## config.mk

```make
export PLATFORM = sky130hd
export DESIGN_NAME = cmd_assembler
export DESIGN_NICKNAME = d
export VERILOG_FILES = /design/src/rtl/cmd_assembler_pkg.sv /design/src/rtl/cmd_assembler.sv
export SDC_FILE = /design/constraint.sdc
export NUM_CORES = 1
export LEC_CHECK = 0
export CAP_MARGIN = 10
export CORE_UTILIZATION = 65
export CTS_BUF_LIST = sky130_fd_sc_hd__clkbuf_2
export DETAILED_ROUTE_END_ITERATION = 16
export DONT_BUFFER_PORTS = 1
export PLACE_DENSITY = 0.8
export RECOVER_POWER = 25
export SETUP_SLACK_MARGIN = 0.3
export SLEW_MARGIN = 20
export SYNTH_ARGS = -nofsm -noshare
export SYNTH_HDL_FRONTEND = slang
export SYNTH_SLANG_ARGS = --single-unit
```

## constraint.sdc

```tcl
create_clock -name clk -period 2.8 [get_ports clk]
set_input_delay 0.28 -clock clk [delete_from_list [all_inputs] [get_ports clk]]
set_output_delay 0.28 -clock clk [all_outputs]
set_load 0.1 [all_outputs]
```

## src/rtl/cmd_assembler_pkg.sv

```systemverilog
// Shared constants and state encoding for the SUMP command assembler.
// Imported by the RTL and available to anything that decodes its framing.
package cmd_assembler_pkg;

  localparam int LONG_CMD_BIT   = 7;
  localparam int LONG_CMD_BYTES = 4;

  typedef enum logic {
    IDLE = 1'b0,
    DATA = 1'b1
  } state_t;

endpackage

```

## src/rtl/cmd_assembler.sv

```systemverilog
// Assembles SUMP short/long commands from a byte stream into cmd_code/cmd_data/cmd_exe.
// Partial long commands are dropped after TIMEOUT idle cycles, with a cmd_err pulse.
module cmd_assembler
  import cmd_assembler_pkg::*;
#(
  parameter int unsigned TIMEOUT = 100000,
  parameter int unsigned TW      = $clog2(TIMEOUT + 1)
) (
  input  logic        clk,
  input  logic        rst,
  input  logic        rx_valid,
  input  logic [7:0]  rx_data,
  output logic [7:0]  cmd_code,
  output logic [31:0] cmd_data,
  output logic        cmd_exe,
  output logic        cmd_err,
  output logic        busy
);

  localparam logic [1:0]    LAST_IDX = 2'(LONG_CMD_BYTES - 1);
  localparam logic [TW-1:0] TCNT_MAX = TW'(TIMEOUT - 1);

  state_t        state, state_nx;
  logic [1:0]    idx, idx_nx;
  logic [TW-1:0] tcnt, tcnt_nx;
  logic [7:0]    pend_code, pend_code_nx;
  logic [31:0]   pend_data, pend_data_nx;
  logic [31:0]   merged;
  logic [7:0]    code_nx;
  logic [31:0]   data_nx;
  logic          exe_nx, err_nx;

  // The state register doubles as the externally visible busy flag.
  assign busy = (state == DATA);

  always_ff @(posedge clk) begin
    if (rst) begin
      state     <= IDLE;
      idx       <= '0;
      tcnt      <= '0;
      pend_code <= '0;
      pend_data <= '0;
      cmd_code  <= '0;
      cmd_data  <= '0;
      cmd_exe   <= 1'b0;
      cmd_err   <= 1'b0;
    end else begin
      state     <= state_nx;
      idx       <= idx_nx;
      tcnt      <= tcnt_nx;
      pend_code <= pend_code_nx;
      pend_data <= pend_data_nx;
      cmd_code  <= code_nx;
      cmd_data  <= data_nx;
      cmd_exe   <= exe_nx;
      cmd_err   <= err_nx;
    end
  end

  always_comb begin
    state_nx     = state;
    idx_nx       = idx;
    tcnt_nx      = tcnt;
    pend_code_nx = pend_code;
    pend_data_nx = pend_data;
    code_nx      = cmd_code;
    data_nx      = cmd_data;
    exe_nx       = 1'b0;
    err_nx       = 1'b0;
    // Pending word with the incoming byte dropped into its little-endian slot.
    merged                       = pend_data;
    merged[{idx, 3'b000} +: 8]   = rx_data;

    case (state)
      IDLE: begin
        if (rx_valid) begin
          if (rx_data[LONG_CMD_BIT]) begin
            pend_code_nx = rx_data;
            pend_data_nx = '0;
            idx_nx       = '0;
            tcnt_nx      = '0;
            state_nx     = DATA;
          end else begin
            code_nx = rx_data;
            data_nx = '0;
            exe_nx  = 1'b1;
          end
        end
      end
      DATA: begin
        if (rx_valid) begin
          // A byte arriving on the last allowed idle cycle still wins over expiry.
          tcnt_nx      = '0;
          pend_data_nx = merged;
          if (idx == LAST_IDX) begin
            code_nx  = pend_code;
            data_nx  = merged;
            exe_nx   = 1'b1;
            state_nx = IDLE;
          end else begin
            idx_nx = idx + 2'd1;
          end
        end else if (tcnt == TCNT_MAX) begin
          state_nx     = IDLE;
          err_nx       = 1'b1;
          tcnt_nx      = '0;
          idx_nx       = '0;
          pend_code_nx = '0;
          pend_data_nx = '0;
        end else begin
          tcnt_nx = tcnt + 1'b1;
        end
      end
      default: state_nx = IDLE;
    endcase
  end

endmodule
```

==> out/results.ini <==
[setup_path]
crit_type=flop to flop
cpLargestDelayFamily=buffers and inverters
endpoint_kind=flop
crit_fanout=25
start_kind=flop
worstPathCellList=clkbuf_2 > or2_2 > nand2_1 > a21oi_4 > buf_12 > a22o_1
crit_buf_inv=2
critical_path_arrival_ns=2.90
cp_slowest_stage_delay_ns=0.71
critPathRequiredTime_ns=3.30
cpMaxStageDelayCell=clkbuf_2

[timing]
finalSetupTns_ns=0
final_max_slew_viol_count=0
skew_ns=0.02896
setup_viol=0
whs_ns=0.01350
min_period_ns=2.402
slew_headroom=0.2715
hold_violations=0
worst_pin_slew_ns=1.089
max_freq_mhz=416.4
fin_crit_sh=0.8577
rsz0062_at_grt=no

[final_layout]
final_common_cell=dfxtp_1
regArea_sq_um=2042
nets=498
stdcell_area_sq_um=4666
stdcell_count=562
fillers=482
antennaDiodeCount=0
drive_above_1_share=0.08866
mostFrequentLayoutCells=dfxtp_1 (102), nand2_1 (57), o2bb2ai_1 (40)
multi_input_area_sq_um=2182
area_growth_pct=7.094

[synthesis]
synth-seq-cells=102
syn_inst=475
synthArstFlopShare=0
mappedNetlistNets=493
synth_warnings=0
syn_area_sq_um=4357
synth_edf_count=0
ys.flop_type=dfxtp_1
synth_cell_types=51
synth_area_per_cell_sq_um=9.172
yosysSeqAreaShare=0.4687

[route]
drt_iter0_markers=307
dr_wl_met2_um=4728
route.detailed.drc=14
viasPerCell=6.496
first_pass_iters=11
wire_per_inst_um=18.61
wl_met3_um=790
wl_met1_um=4688
wl_um=10460
num_vias=3651
ant_nets=0
highest_layer=met4

[power_and_ir_drop]
p_clk_frac=0.255
leakage_nw=1.608
p_per_area_nw_per_um2=507.0
pwr-share-comb=0.093
vdd_drop_max_mv=0.2732
intPower_mw=1.671
seqPwrFrac=0.652
switching_share=0.2936
p_sw_uw=694.6

[floorplanning]
die_h_um=83.87
rows=29
ioPinCount=54
die_w_um=83.87
start_util=0.6784
core_sq_um=6422
dieArea_sq_um=7034

[clock_tree]
clk_latency_ns=0.55
h-tree-depth=3
cts_buffers=9
cts_tree=yes
clockRootBuffer=clkbuf_2
postCtsSetupRepairBufs=0
clock_path_buffers=2
cts_sinks=102
clkTransAtPathRegs_ns=0.27

[placed_design]
hpwlAfterDp_um=6441
gp_congestion=0.8806
place_inst=532
io_buffers=0
place_area_sq_um=4447

[grt]
first_global_vias=3218
antenna_found_initial=0
overflow=0
track_usage=0.2972
grt_start_max_net_pins=52
grt_pass1_wl_um=16530

[run_status]
outcome=finished, violations left
violations=design-rule violations

[hold_path]
hold_class=input pin to flop

[flow_run]
maxCapViolations=0

cell families after synthesis:
| logic type | Yosys count | synth area share |
|---|---|---|
| buffers and inverters | 39 | 0.03590 |
| DFF | 102 | 0.4687 |
| adders and majority gates | 7 | 0.02010 |
| xor gates and xnor gates | 6 | 0.01206 |
| muxes | 7 | 0.01608 |
| and+or+nand+nor | 172 | 0.2039 |
| AOI/OAI and AO/OA | 142 | 0.2433 |
area by class of cell:
| class | instances | area share |
|---|---|---|
| clock buffer | 10 | 0.01073 |
| tap | 77 | 0.02065 |
| timing repair buffer | 25 | 0.04907 |
| inverter | 8 | 0.006436 |
| clock inverter | 6 | 0.007777 |
| sequential | 102 | 0.4377 |
| multi-input combinational | 334 | 0.4677 |
cell usage after synthesis (all sizes together), types with 2 or more instances:
library cell / instances / area share
o31ai: 2 / 0.0046
nor4: 4 / 0.0057
clkbuf: 22 / 0.019
nor2: 35 / 0.030
a21oi: 35 / 0.040
nand2: 57 / 0.049
or2: 2 / 0.0029
xnor2: 6 / 0.012
nor2b: 24 / 0.034
a31oi: 2 / 0.0029
ha: 7 / 0.020
and4b: 2 / 0.0046
o22ai: 8 / 0.011
o2bb2ai: 40 / 0.080
o21ai: 7 / 0.0080
buf: 9 / 0.0098
dfxtp: 102 / 0.47
or3: 4 / 0.0057
a32o: 2 / 0.0046
nor3b: 8 / 0.014
mux2i: 7 / 0.016
or4: 5 / 0.011
a31o: 7 / 0.014
nor4bb: 2 / 0.0046
inv: 7 / 0.0060
and2: 2 / 0.0029
nand4: 6 / 0.0086
a22o: 31 / 0.062
nand3: 10 / 0.013
nand3b: 3 / 0.0052
nor3: 3 / 0.0034
flip-flops by register name (all words and copies together) (netlist names):
signal and count:
busy 1, cmd_code 8, cmd_data 32, cmd_err 1, cmd_exe 1, idx 2, pend_code 8, pend_data 32
tcnt 17
power by group through the flow:
stage / Clock [mW] / Sequential (mW) / Combinational [mW]
floorplan: 0 / 1.57 / 0.143
detailed placement: 0 / 1.57 / 0.192
finish: 0.602 / 1.54 / 0.221
global placement: 0 / 1.57 / 0.188
global route: 0.671 / 1.55 / 0.236
CTS: 0.606 / 1.54 / 0.212
worst reg2reg max path, stage by stage, from the launching register on:
cell and delay (ns):
dfxtp_1 0.39, clkbuf_2 0.71, or2_2 0.27, nand2_1 0.10
a21oi_4 0.47, buf_12 0.24, a22o_1 0.17
path summary, 6_finish.rpt:
path | start | to | slack (ns) | depth (start not counted)
worst max-delay path | busy$_SDFF_PP0_ | cmd_data[27]$_SDFFE_PP0P_ | 0.40 | 6
worst min-delay path | rx_data[3] | pend_data[19]$_SDFFE_PP0P_ | 0.01 | 3
worst max register to register | busy$_SDFF_PP0_ | cmd_data[27]$_SDFFE_PP0P_ | 0.40 | 6
worst min register to register | pend_data[11]$_SDFFE_PP0P_ | pend_data[11]$_SDFFE_PP0P_ | 0.47 | 2
repair_timing:
action / 4_1_cts / 5_1_grt
hold endpoints to repair: 35 / 10
hold buffers: 10 / 4
resized for setup: 0 / 0
endpoints found under the setup margin: 0 / 0
metal layers:
metal  vias to the layer above  GRT usage
li1                       1746          -
met1                      1725     0.4121
met2                       153     0.4598
met3                        27    0.06231
met4                         0     0.1034
met5                         -          0
per-stage QoR:
stage,utilization,power [mW],setup slack (ns)
global placement,0.6924,1.756,0.6113
CTS,0.7214,2.361,0.4982
finish,0.7265,2.365,0.3985
detailed placement,0.6924,1.761,0.5528
floorplan,-,1.716,0.3858
global route,0.7265,2.454,0.2527
(Power assumes the default switching activity.)
